==> config.mk <==
export PLATFORM = sky130hd
export DESIGN_NAME = counter_scheduler
export DESIGN_NICKNAME = d
export VERILOG_FILES = /design/src/rtl/counter_scheduler.sv
export SDC_FILE = /design/constraint.sdc
export NUM_CORES = 1
export LEC_CHECK = 0
export ABC_AREA = 1
export CAP_MARGIN = 20
export CELL_PAD_IN_SITES_DETAIL_PLACEMENT = 1
export CELL_PAD_IN_SITES_GLOBAL_PLACEMENT = 2
export CORE_ASPECT_RATIO = 0.6
export CORE_MARGIN = 3
export CORE_UTILIZATION = 23
export CTS_CLUSTER_SIZE = 40
export DETAILED_ROUTE_END_ITERATION = 10
export PLACE_DENSITY = 0.73
export SYNTH_ARGS = -nofsm -noshare
export SYNTH_HDL_FRONTEND = slang
export SYNTH_SLANG_ARGS = --single-unit
==> constraint.sdc <==
create_clock -name clock -period 1.6 [get_ports clock]
set_clock_uncertainty 0.05 [all_clocks]
set_input_delay 0.4 -clock clock [delete_from_list [all_inputs] [get_ports clock]]
set_output_delay 0.4 -clock clock [all_outputs]
set_load 0.03 [all_outputs]
==> src/rtl/counter_scheduler.sv <==
// counter_scheduler: round-robin time-sharing of one free-running up-counter.
// A winner gets the counter cleared, owns it until count reaches its latched
// target, then receives a one-cycle done pulse. Dropping the request aborts.
module counter_scheduler #(
    parameter int unsigned Size   = 5,
    parameter int unsigned NumReq = 4,
    parameter int unsigned IdW    = 2
) (
    input  logic                   clock,
    input  logic                   reset,
    input  logic [NumReq-1:0]      req,
    input  logic [NumReq*Size-1:0] len,
    output logic [NumReq-1:0]      grant,
    output logic [NumReq-1:0]      done,
    output logic                   busy,
    output logic [IdW-1:0]         active_id,
    output logic                   cnt_reset,
    input  logic [Size-1:0]        cnt_count
);

    typedef enum logic [1:0] {
        S_IDLE  = 2'd0,
        S_CLEAR = 2'd1,
        S_RUN   = 2'd2,
        S_DONE  = 2'd3
    } state_e;

    state_e              state_q, state_d;
    logic [NumReq-1:0]   grant_q, grant_d;
    logic [NumReq-1:0]   done_q, done_d;
    logic                busy_q, busy_d;
    logic [IdW-1:0]      active_id_q, active_id_d;
    logic                cnt_reset_q, cnt_reset_d;
    logic [IdW-1:0]      ptr_q, ptr_d;
    logic [Size-1:0]     target_q, target_d;

    logic [Size-1:0]     len_arr [NumReq];
    logic                pick_valid;
    logic [IdW-1:0]      pick_id;
    logic [IdW-1:0]      next_ptr;

    // Unpack the flat len bus into per-requester targets
    for (genvar g = 0; g < NumReq; g++) begin : g_len
        assign len_arr[g] = len[g*Size +: Size];
    end

    // Round-robin pick: first set request at or after ptr, wrapping
    always_comb begin
        pick_valid = 1'b0;
        pick_id    = '0;
        for (int unsigned i = 0; i < NumReq; i++) begin
            int unsigned idx;
            logic [IdW-1:0] cand;
            idx = 32'(ptr_q) + i;
            if (idx >= NumReq) begin
                idx = idx - NumReq;
            end
            cand = IdW'(idx);
            if (!pick_valid && req[cand]) begin
                pick_valid = 1'b1;
                pick_id    = cand;
            end
        end
    end

    // Pointer value used after the current owner finishes or aborts
    assign next_ptr = (active_id_q == IdW'(NumReq - 1)) ? '0 : active_id_q + 1'b1;

    // Next-state and registered-output logic
    always_comb begin
        state_d     = state_q;
        grant_d     = grant_q;
        done_d      = '0;
        active_id_d = active_id_q;
        ptr_d       = ptr_q;
        target_d    = target_q;

        case (state_q)
            S_IDLE: begin
                grant_d = '0;
                if (pick_valid) begin
                    state_d     = S_CLEAR;
                    grant_d     = NumReq'(1) << pick_id;
                    active_id_d = pick_id;
                    target_d    = len_arr[pick_id];
                end
            end
            S_CLEAR: begin
                if (!req[active_id_q]) begin
                    state_d = S_IDLE;
                    grant_d = '0;
                    ptr_d   = next_ptr;
                end else begin
                    state_d = S_RUN;
                end
            end
            S_RUN: begin
                // Withdrawal takes precedence over a coincident match
                if (!req[active_id_q]) begin
                    state_d = S_IDLE;
                    grant_d = '0;
                    ptr_d   = next_ptr;
                end else if (cnt_count == target_q) begin
                    state_d = S_DONE;
                    done_d  = grant_q;
                end
            end
            S_DONE: begin
                state_d = S_IDLE;
                grant_d = '0;
                ptr_d   = next_ptr;
            end
            default: begin
                state_d = S_IDLE;
                grant_d = '0;
            end
        endcase

        busy_d      = (state_d != S_IDLE);
        cnt_reset_d = (state_d != S_RUN);
    end

    // State and output registers
    always_ff @(posedge clock or negedge reset) begin
        if (!reset) begin
            state_q     <= S_IDLE;
            grant_q     <= '0;
            done_q      <= '0;
            busy_q      <= 1'b0;
            active_id_q <= '0;
            cnt_reset_q <= 1'b1;
            ptr_q       <= '0;
            target_q    <= '0;
        end else begin
            state_q     <= state_d;
            grant_q     <= grant_d;
            done_q      <= done_d;
            busy_q      <= busy_d;
            active_id_q <= active_id_d;
            cnt_reset_q <= cnt_reset_d;
            ptr_q       <= ptr_d;
            target_q    <= target_d;
        end
    end

    assign grant     = grant_q;
    assign done      = done_q;
    assign busy      = busy_q;
    assign active_id = active_id_q;
    assign cnt_reset = cnt_reset_q;

endmodule

==> reports/qor.csv <==
stage,metric,value,unit
status,outcome,finished with violations,
status,violations,negative setup slack,
route,vias_per_cell,4.30,
sta,finalHoldViolCount,0,
global_route,overflow,0,
floorplan,num_io_pins,43,
floorplan,dieArea,7490,µm²
cts,cts_buffers,3,
route,routed_wirelength,4740,µm
sta,setup_tns,-2710,ps
sta,min_period_over_period,116,%
yosys,synth_cells,216,
global_route,grtUsageMet3,2.54,%
worst_setup_path,cp_max_fo,7,
global_route,grt_max_degree,12,
cts,cts_buffer_depth,2,
route,via_count,1604,
layout,n_antenna_cell,0,
worst_setup_path,cp_data_required_time,1690,ps
worst_setup_path,worstSetupStartpointType,register,
global_route,grt_use_total,13.5,%
yosys,ys_warn_count,0,
yosys,synth_area_per_cell,6.88,µm²
power,ir_drop,0.585,mV
cts,cts_tree,built,
layout,fillers,744,
layout,multi_input_area,1010,µm²
global_route,use_met1,21.3,%
worst_setup_path,endpoint_kind,register,
power,p_per_area,2270,nW/µm²
place,gp_congestion,0.794,
sta,finalWorstSetupSlack,-252,ps
place,hpwl,3800,µm
yosys,synth_flop_cell,dfrtp_1,
sta,finalSetupViolations,15,
place,dpl_cell_area,2150,µm²
yosys,synth_nets,252,
sta,layout_min_cycle_time,1850,ps
yosys,synth_seq_area_share,35.5,%
global_route,busiest_layer,met1,
layout,drive_above_1_share,33.4,%
worst_setup_path,rrSetupSlack,-250,ps
global_route,antenna_found_initial,0,
global_route,grt_pass1_vias,1618,
worst_setup_path,cp.arrival,1940,ps
layout,final_area,2460,µm²
cts,cts-root-buf,clkbuf_8,
route,drc_errors,0,
cts,cts.clk_slew.worst_paths,70,ps
floorplan,fp-row-count,21,
sta,slew_viol_final,0,
worst_setup_path,critPathKind,reg -> reg,
route,drt_pass1_iterations,4,
place,io_buffers,42,
sta,fmax,540,MHz
yosys,synth-seq-cells,21,
run,drv_cap,0,
floorplan,core,5910,µm²
power,p_leak,1.28,nW
sta,grt_setup_unrepaired,true,
floorplan,die_h,68.2,µm
cts,clock_latency,260,ps
global_route,grt_pass1_wl,7950,µm
min_path,min_path_type,in -> async,
floorplan,die_w,110,µm
yosys,ys_types,26,
cts,clkSinkCount,21,
cts,holdBufCountCts,0,
sta,relSlewSlack,79.7,%
yosys,netlist_area,1490,µm²
layout,num-nets-final,330,
cts,htreeDepth,1,
route,ant_nets,0,
yosys,async_flop_share,100,%
global_route,gr-usage-met2,19.5,%
floorplan,start_util,25.1,%
route,wl_per_cell,12.7,µm
route,drt_iter0_markers,42,
layout,seq_area,529,µm²
yosys,synth-edff-count,0,
sta,max_slew.worst_pin.slew,306,ps
layout,syn_to_final_growth,65.7,%
[sequential cells by signal, summed over array words and instances (netlist names)]
register,count
cnt_reset,1
busy,1
target_q,5
done,4
grant,4
state_q,2
ptr_q,2
active_id,2
[stage by stage]
stage	hold WS, ps	cells	power [mW]	util [%]	worst slack [ps]
2_1_floorplan	54.4	216	3.16	-	-88.9
3_3_place_gp	442	360	4.37	36.3	-652
3_5_place_dp	456	360	4.41	36.3	-654
4_1_cts	328	369	5.18	38.9	-288
5_1_grt	340	373	6.20	41.6	-407
6_report	330	373	5.59	41.6	-252
[synthesized netlist by cell type, drive strengths merged, types with 2 or more instances]
master / number / area share (%)
nand2: 106 / 29
inv: 23 / 5.8
dfrtp: 20 / 34
nand3: 19 / 7.4
nor2: 9 / 2.8
a21oi: 5 / 1.7
ha: 5 / 4.2
nor3: 5 / 1.7
o21ai: 5 / 1.7
buf: 4 / 3.0
o22ai: 4 / 1.7
xnor2: 2 / 1.2
xor2: 2 / 1.2
[layout make-up]
| cell class | instances | share of cell area (%) |
|---|---|---|
| clock buffer | 4 | 1.83 |
| inverter | 23 | 3.91 |
| tap | 80 | 4.07 |
| timing repair buffer | 76 | 27.5 |
| multi-input combinational | 169 | 41.2 |
| sequential | 21 | 21.5 |
[kinds of logic after synthesis]
kind of cell	after synthesis	share of synthesized area [%]
buf+inv	27	8.85
compound gates	17	6.49
flops	21	35.5
fa+ha+maj	5	4.21
xor+xnor	4	2.36
simple gates	142	42.6
[critical path, stage by stage (launching register included)]
cell and delay [ps]:
dfrtp_2 460, buf_6 150, nand2_4 70, nand2_8 70, nand2_4 50, nand2_2 50
nor2_4 130, buf_6 120, nand4_1 80, nand2_2 170, inv_4 80, buf_4 130
nand2_1 50, o22ai_1 60
[final timing paths]
path / cells after the start / start / end
worst max-delay path: 13 / ptr_q[0] / grant[2]
worst min-delay path: 1 / reset / done[0]
worst max register to register: 13 / ptr_q[0] / grant[2]
worst min register to register: 2 / target_q[4] / target_q[4]
max in group asynchronous: 2 / reset / cnt_reset
min in group clock: 2 / target_q[4] / target_q[4]
[timing repair]
action                                  CTS  global route
cloned                                    1             0
pin swaps                                10            19
endpoints found under the setup margin   30            20
resized for setup                        38            38
setup buffers                             4             4
[report_power, final]
part / switching [mW] / internal [mW] / leakage (nW) / total [mW]
combinational: 2.50 / 1.84 / 0.996 / 4.35
clock: 0.163 / 0.177 / 0.0228 / 0.340
sequential: 0.169 / 0.733 / 0.266 / 0.901
total: 2.83 / 2.75 / 1.28 / 5.59
[metal layers]
metal | wire length (µm) | share of wire [%]
met5 | 0 | 0
met1 | 2620 | 55
met2 | 1870 | 39
met3 | 231 | 4.9
met4 | 19 | 0.40
[cell usage in the layout (no fill, tap or decap), types with 2 or more instances in the layout]
master	instances
nand2_1	78
buf_4	32
clkdlybuf4s50_1	24
nand2_2	20
dfrtp_1	18
inv_1	16
dlygate4sd2_1	13
nand3_1	12
nand2_4	8
nor2_1	5
ha_1	5
buf_6	5
inv_2	4
nand3_2	4
a21oi_1	4
nand3_4	3
nor3_1	3
o22ai_1	3
clkbuf_8	3
inv_4	2
o21ai_2	2
nor2_4	2
nor3_2	2
o21ai_0	2
xor2_1	2
nor2_2	2
dlymetal6s2s_1	2
dfrtp_2	2
Power figures use the tool's default switching activity.
